===== config.mk =====
export PLATFORM = sky130hd
export DESIGN_NAME = vga_axis_pattern_gen
export DESIGN_NICKNAME = d
export VERILOG_FILES = /design/src/rtl/vga_axis_pattern_gen.sv
export SDC_FILE = /design/constraint.sdc
export NUM_CORES = 1
export LEC_CHECK = 0
export BUFFER_PORTS_ARGS = -buffer_cell sky130_fd_sc_hd__buf_2
export CAP_MARGIN = 20
export CORE_ASPECT_RATIO = 0.5
export CORE_MARGIN = 2
export CORE_UTILIZATION = 40
export DETAILED_ROUTE_END_ITERATION = 6
export MAX_ROUTING_LAYER = met4
export PLACE_DENSITY = 0.63
export SLEW_MARGIN = 25
export SYNTH_ARGS = -nofsm -noshare
export SYNTH_HDL_FRONTEND = slang
export SYNTH_SLANG_ARGS = --single-unit

===== constraint.sdc =====
create_clock -name axi_clk -period 5.6 [get_ports axi_clk]
set_input_delay 0.84 -clock axi_clk [delete_from_list [all_inputs] [get_ports axi_clk]]
set_output_delay 0.84 -clock axi_clk [all_outputs]
set_load 0.005 [all_outputs]

===== src/rtl/vga_axis_pattern_gen.sv =====
// vga_axis_pattern_gen: AXI4-Stream video test-pattern source.
// Emits RGB565 frames of H_ACTIVE x V_ACTIVE pixels. tuser marks the start of a
// frame and tlast marks the end of each line. Four patterns are available:
// colour bars, gradient, checkerboard and a bar that moves from frame to frame.
module vga_axis_pattern_gen #(
  parameter int H_ACTIVE = 1024,
  parameter int V_ACTIVE = 768,
  parameter int BAR_STEP = 8
) (
  input  logic        axi_clk,
  input  logic        axi_rstn,
  input  logic        enable,
  input  logic [1:0]  mode,
  output logic [15:0] m_axis_tdata,
  output logic        m_axis_tuser,
  output logic        m_axis_tlast,
  output logic        m_axis_tvalid,
  input  logic        m_axis_tready,
  output logic        frame_done,
  output logic [7:0]  frame_count
);

  localparam int XW      = (H_ACTIVE > 1) ? $clog2(H_ACTIVE) : 1;
  localparam int YW      = (V_ACTIVE > 1) ? $clog2(V_ACTIVE) : 1;
  localparam int BAR_W   = H_ACTIVE / 8;
  localparam int BAR_DIV = (BAR_W > 0) ? BAR_W : 1;
  localparam int MOVE_W  = 16;

  typedef enum logic {IDLE, STREAM} state_t;

  state_t        state, nxt_state;
  logic [XW-1:0] x, nxt_x;
  logic [YW-1:0] y, nxt_y;
  logic [XW-1:0] bar_pos, nxt_bar;
  logic [1:0]    mode_q, nxt_mode;
  logic          xfer, eol, eof;
  logic [31:0]   bar_sum;

  // Pixel colour for one coordinate. All operands are widened to 32 bits so
  // the bit fields used by the gradient/checker exist for any frame size.
  function automatic logic [15:0] pixel(input logic [XW-1:0] px,
                                        input logic [YW-1:0] py,
                                        input logic [1:0]    pm,
                                        input logic [XW-1:0] pb);
    logic [31:0] xe, ye, be, idx;
    logic [4:0]  r;
    logic [5:0]  g;
    xe    = 32'(px);
    ye    = 32'(py);
    be    = 32'(pb);
    idx   = 32'd0;
    r     = 5'd0;
    g     = 6'd0;
    pixel = 16'h0000;
    case (pm)
      2'd0: begin
        idx = xe / 32'(BAR_DIV);
        case (idx)
          32'd0:   pixel = 16'hFFFF;
          32'd1:   pixel = 16'hFFE0;
          32'd2:   pixel = 16'h07FF;
          32'd3:   pixel = 16'h07E0;
          32'd4:   pixel = 16'hF81F;
          32'd5:   pixel = 16'hF800;
          32'd6:   pixel = 16'h001F;
          default: pixel = 16'h0000;  // last bar and any leftover columns
        endcase
      end
      2'd1: begin
        r     = 5'(xe >> 3);
        g     = 6'(ye >> 2);
        pixel = {r, g, ~r};
      end
      2'd2: begin
        pixel = ((((xe ^ ye) >> 5) & 32'd1) != 32'd0) ? 16'hFFFF : 16'h0000;
      end
      default: begin
        // Window is clipped at the right edge simply because x never reaches H_ACTIVE.
        pixel = (xe >= be && xe < be + 32'(MOVE_W)) ? 16'hFFFF : 16'h001F;
      end
    endcase
  endfunction

  // Next-state logic: raster position, mode latch and moving-bar position.
  always_comb begin
    nxt_state = state;
    nxt_x     = x;
    nxt_y     = y;
    nxt_bar   = bar_pos;
    nxt_mode  = mode_q;
    xfer      = (state == STREAM) && m_axis_tready;
    eol       = (x == XW'(H_ACTIVE - 1));
    eof       = eol && (y == YW'(V_ACTIVE - 1));
    bar_sum   = 32'(bar_pos) + 32'(BAR_STEP);
    if (bar_sum >= 32'(H_ACTIVE)) begin
      bar_sum = bar_sum - 32'(H_ACTIVE);
    end
    case (state)
      IDLE: begin
        if (enable) begin
          nxt_state = STREAM;
          nxt_mode  = mode;
          nxt_x     = '0;
          nxt_y     = '0;
        end
      end
      default: begin
        if (xfer) begin
          if (eol) begin
            nxt_x = '0;
            if (eof) begin
              nxt_y   = '0;
              nxt_bar = XW'(bar_sum);
              // Back-to-back frames: relatch mode with no gap, or stop cleanly.
              if (enable) begin
                nxt_mode = mode;
              end else begin
                nxt_state = IDLE;
              end
            end else begin
              nxt_y = y + YW'(1);
            end
          end else begin
            nxt_x = x + XW'(1);
          end
        end
      end
    endcase
  end

  // State registers; stream outputs are registered from the next-state values,
  // so they change only on a transfer and never combinationally follow tready.
  always_ff @(posedge axi_clk or negedge axi_rstn) begin
    if (!axi_rstn) begin
      state         <= IDLE;
      x             <= '0;
      y             <= '0;
      bar_pos       <= '0;
      mode_q        <= 2'd0;
      m_axis_tvalid <= 1'b0;
      m_axis_tdata  <= 16'h0000;
      m_axis_tuser  <= 1'b0;
      m_axis_tlast  <= 1'b0;
      frame_done    <= 1'b0;
      frame_count   <= 8'd0;
    end else begin
      state         <= nxt_state;
      x             <= nxt_x;
      y             <= nxt_y;
      bar_pos       <= nxt_bar;
      mode_q        <= nxt_mode;
      m_axis_tvalid <= (nxt_state == STREAM);
      m_axis_tdata  <= (nxt_state == STREAM) ? pixel(nxt_x, nxt_y, nxt_mode, nxt_bar) : 16'h0000;
      m_axis_tuser  <= (nxt_state == STREAM) && (nxt_x == '0) && (nxt_y == '0);
      m_axis_tlast  <= (nxt_state == STREAM) && (nxt_x == XW'(H_ACTIVE - 1));
      frame_done    <= xfer && eof;
      if (xfer && eof) begin
        frame_count <= frame_count + 8'd1;
      end
    end
  end

endmodule


# Word-level counts from Yosys, hierarchy flattened
# Cells that the tools add are included.
# totals
latch_bits	0
wordCells	72
regBits	60
n_memories	0
ram_bits	0
romBits	0
# op_classes
n_reduce_logical	11
multipliers	0
addsub	6
div_mod_pow	0
bitwise	2
n_eq_ne	11
magnitude_cmp	3
mux	29
shifts	0
# ops
operator	n
2-to-1 mux 10 bit	14
one-hot mux 16 bit (7 select lines)	1
2-to-1 mux 16 bit	3
one-hot mux 16 bit (3 select lines)	1
logical NOT 32 bit	1
equality test 10 bit (second input constant)	3
adder 10 x 1 -> 10 bit (second input constant)	2
logical NOT 10 bit	2
adder 10 x 4 -> 11 bit (second input constant)	1
adder 10 x 5 -> 11 bit (second input constant)	1
>= comparator 11 bit (second input constant)	1
< comparator 10 x 11 -> 1 bit	1
>= comparator 10 bit	1
2-to-1 mux 2 bit	5
subtractor 10 x 1 -> 10 bit (second input constant)	1
equality test 3 bit (second input constant)	3
adder 8 x 1 -> 8 bit (second input constant)	1
logical AND 1 bit	7
equality test 3 x 2 -> 1 bit (second input constant)	2
bitwise XOR 6 bit	1
2-to-1 mux 1 bit	5
inverter 5 bit	1
equality test 3 x 1 -> 1 bit (second input constant)	1
equality test 2 x 1 -> 1 bit (second input constant)	1
2 further kinds	2

# Longest topological paths before layout
# logic_depth
ltp_word	13
mapped_depth	19
ltp_nobuf	17

# Worst setup path after synthesis
# No wires, ideal clock.
# synth_timing
kind	input to register
startpoint	in m_axis_tready
endpoint	reg m_axis_tdata[11]
arrival_ns	3.461
setup_time_ns	0.139
setup_slack_ns	1.999
n_path_buf	2
stages	16
cell_sequence	nand4_1 -> or3_4 -> buf_6 -> or3_1 -> xnor2_2 -> inv_1 -> nor3_1 -> xnor2_1 -> ha_1 -> o21ai_0 -> a21o_1 -> a21oi_1 -> o2111ai_1 -> nand3_1 -> buf_2 -> a21oi_1
# synth_between
elab_chain_cells	9
# synth_lines
item	line_no	rtl
start, declared	18	input logic m_axis_tready,
logical AND 1 bit (*)	91	xfer = (state == STREAM) && m_axis_tready;
2-to-1 mux 10 bit (*)	108	if (xfer) begin
2-to-1 mux 10 bit (*)	98	case (state)
net nxt_bar[6]	34	logic [XW-1:0] bar_pos, nxt_bar;
adder 10 x 5 -> 11 bit	79	pixel = (xe >= be && xe < be + 32'(MOVE_W)) ? 16'hFFFF : 16'h001F;
< comparator 10 x 11 -> 1 bit	79	
logical AND 1 bit (*)	79	
2-to-1 mux 16 bit (*)	79	
one-hot mux 16 bit (3 select lines) (*)	55	case (pm)
2-to-1 mux 16 bit (*)	153	m_axis_tdata <= (nxt_state == STREAM) ? pixel(nxt_x, nxt_y, nxt_mode, nxt_bar) : 16'h0000;
end signal, assigned	153	
end, declared	14	output logic [15:0] m_axis_tdata,
# The timed path passes the listed nets; every way through them passes the cells marked *.
# A chain may end at the register's enable or synchronous reset.

# Worst setup path in the final report
# layout_timing
startpoint	in m_axis_tready
endpoint	reg m_axis_tdata[7]
# Same word-level chain as after synthesis.

==> impl_metrics.yaml <==
timing:
  fin_worst_skew_ps: 6.446
  rsz0062_at_grt: "no"
  maxSlewHeadroom: 0.3321
  period_share: 0.7898
  finalSetupTns_ps: 0
  worst_pin_slew_ps: 999.8
  min_period_ps: 4423
  hold_violations: 0
  fmax_mhz: 226.1
  setup_viol: 0
  final_max_slew_viol_count: 0
logic_synthesis:
  synth_nets: 387
  synth_top_flop_cell: "dfrtp_1"
  async_flop_share: 1.000
  synth_edf_count: 0
  syn_area_sq_um: 3427
  synth_top_area_frac: 0.4162
  synth_adder_area_share: 0.06937
  ys_ff_latch: 57
  synth_compound_gate_area_share: 0.1650
  syn_inst: 362
  synth.largest_area_cell: "dfrtp_1"
  ys_top_cells_by_count: "dfrtp_1, nand2_1, a21oi_1"
  synth_mux_area_frac: 0.03103
  yosysWarningCount: 0
  synth_area_per_cell_sq_um: 9.467
  synth.distinct_cells: 66
  synthSimpleGateAreaFrac: 0.2183
  synth_top_family_by_area: "simple AND/OR/NAND/NOR gates"
  synth.most_common_cell: "dfrtp_1"
  synth-xor-area-share: 0.05842
  synthTopCellsByArea: "dfrtp_1, ha_1, nand2_1, xnor2_1, a21oi_1"
  yosysSeqAreaShare: 0.4162
cells_and_area:
  post-route-util: 0.4950
  syn2layout_area_growth_pct: 17.63
  final_nets: 424
  instances_no_fill: 516
  num_antenna_cells: 0
  drive_gt1_frac: 0.1683
place:
  port_buffers: 33
  dpl.cell_count: 500
  dp_hpwl_microns: 6568
  place.gp.congestion: 0.8748
route:
  dr.pass1.iters: 5
  postRouteAntennaNets: 0
  drc: 0
  vias: 3017
  avgRoutedWirePerCell_microns: 17.57
  drt-vias-per-instance: 5.847
  wl_microns: 9064
  drt_iter0_markers: 265
floorplanning:
  start_util: 0.4208
  io_pins: 34
  core_sq_um: 8144
  num_rows: 23
  die_x_microns: 134.9
  die_h_microns: 69.45
  dieArea_sq_um: 9369
global_route:
  grt_pass1_vias: 2890
  grt_util_all_layers: 0.2156
  grtUsageMet3: 0.07822
  use_met1: 0.2935
  grt_max_degree: 58
  grt-ovfl-total: 0
  top_usage_layer: "met2"
  grt_first_pass_wirelength_microns: 15120
  met2_usage: 0.2950
  antenna_found_initial: 0
setup_path:
  slowest_delay_ps: 450
  worstPathCellList: "buf_2 > nand4_1 > nor3_1 > nand2_2 > clkinv_1 > nand2_1 > xnor2_1 > ha_1 > o21a_1 > xor2_1 > ha_1 > o21ai_0 > a21oi_1 > o2111ai_1 > nand3_1 > a21oi_1"
  crit_buf_inv: 2
  worstPathRequired_ps: 5830
  cp_data_arrival_time_ps: 4660
  worstRegToRegCells: 15
  worstSetupStartpointType: "primary input"
  rr_startpoint: "x[2]"
  reg2reg_to: "m_axis_tdata[7]"
  path_class: "primary input to flip-flop"
  reg2reg_slack_ps: 1330
  worst_setup_path_end_kind: "flip-flop"
  crit_family: "simple AND/OR/NAND/NOR gates"
  cpMaxStageDelayCell: "nand4_1"
  crit_fanout: 13
clock_tree:
  numClockSinks: 57
  insertion_delay_ps: 330
  cts_setup_buffers: 0
  htreeDepth: 3
  cts_tree: "built"
  numCtsBuffers: 9
  cts_resized: 0
  clk_pin_slew_worst_paths_ps: 50
  clockBufferDepth: 2
  ctsHoldBuffers: 0
  cts-root-buf: "clkbuf_16"
hold_path:
  holdPathEnd: "frame_count[7]"
  whs_path_depth: 1
  min_path_type: "flip-flop to flip-flop"
  min-delay-start: "frame_count[7]"
power:
  p_total_mw: 1.480
  powerDensity_nw_per_um2: 367.1
  ir_drop_uv: 152.4
  leakage_nw: 1.919
run_status:
  status: "finished, final reports clean"
job:
  max_cap_violations: 0
-- where the power goes --
group,total (mW),leakage [nW],switching (mW),internal (mW)
sequential,0.528,0.730,0.0491,0.479
clock,0.585,0.159,0.186,0.400
combinational,0.366,1.03,0.219,0.148
total,1.48,1.92,0.453,1.03
-- state kept, by name, summed over array words and instances, names as in the netlist --
name	flops
m_axis_tdata	16
m_axis_tuser	1
m_axis_tlast	1
bar_pos	7
y	10
frame_count	8
mode_q	2
x	10
state	1
frame_done	1
-- kinds of logic (layout without fill, tap and decap cells) --
| kind of cell | Yosys count | in the layout |
|---|---|---|
| adder cells (fa/ha/maj) | 19 | 19 |
| flip-flops | 57 | 57 |
| buffers and inverters | 34 | 76 |
| multiplexers | 10 | 10 |
| AO/OA/AOI/OAI | 80 | 80 |
| AND/OR/NAND/NOR | 140 | 140 |
| XOR/XNOR | 22 | 22 |
-- final cells by class --
type	instances	area, sq um
multi-input cells	271	1858
well taps	112	140.1
clock inverters	5	78.83
flip-flops and latches	57	1426
repair buffers	38	202.7
clock buffers	11	242.7
inverters	22	82.58
fillers	764	4113
-- placed cells by master, fill, tap and decap left out, types with 3 or more instances in the layout --
| cell type | n |
|---|---|
| xnor2_1 | 14 |
| or3_1 | 4 |
| a211oi_1 | 5 |
| mux2i_1 | 7 |
| and3_1 | 5 |
| a31oi_1 | 3 |
| or4_1 | 4 |
| a21o_1 | 4 |
| nand4_1 | 13 |
| nor2_1 | 16 |
| clkbuf_16 | 9 |
| buf_4 | 5 |
| ha_1 | 19 |
| xor2_1 | 7 |
| a211o_1 | 3 |
| nor3_1 | 14 |
| nand2_1 | 40 |
| buf_2 | 33 |
| nand2b_1 | 5 |
| a22o_1 | 3 |
| nor3b_1 | 4 |
| dfrtp_1 | 57 |
| inv_1 | 19 |
| o21ai_0 | 10 |
| nor4_1 | 3 |
| o31ai_1 | 3 |
| a21oi_1 | 22 |
| nand3_1 | 16 |
-- metrics by stage --
stage | hold slack, ps | instance area (sq um) | setup slack [ps]
3_3_place_gp | 453.9 | 3710 | 1093
3_5_place_dp | 458.2 | 3710 | 930.2
5_1_grt | 508.0 | 4031 | 747.9
6_report | 467.1 | 4031 | 1177
2_1_floorplan | 464.7 | 3427 | 1999
4_1_cts | 467.8 | 4031 | 1252
-- metal layers --
layer,vias up,routed length (microns),share of wire
met5,-,0,0
met4,0,155,0.017
met3,15,768,0.085
met2,134,3817,0.42
met1,1466,4323,0.48
li1,1402,-,-
-- how the worst max path moves through the flow --
stage / to / start / slack [ps] / cells after the start
2_1_floorplan: m_axis_tdata[11] / m_axis_tready / 2000 / 16
3_3_place_gp: m_axis_tdata[15] / m_axis_tready / 1090 / 16
3_5_place_dp: m_axis_tdata[15] / m_axis_tready / 930 / 16
4_1_cts: m_axis_tdata[15] / m_axis_tready / 1250 / 16
5_1_grt: m_axis_tdata[15] / m_axis_tready / 750 / 16
6_report: m_axis_tdata[7] / m_axis_tready / 1180 / 16
No activity file was read; power rests on OpenSTA's default activity.
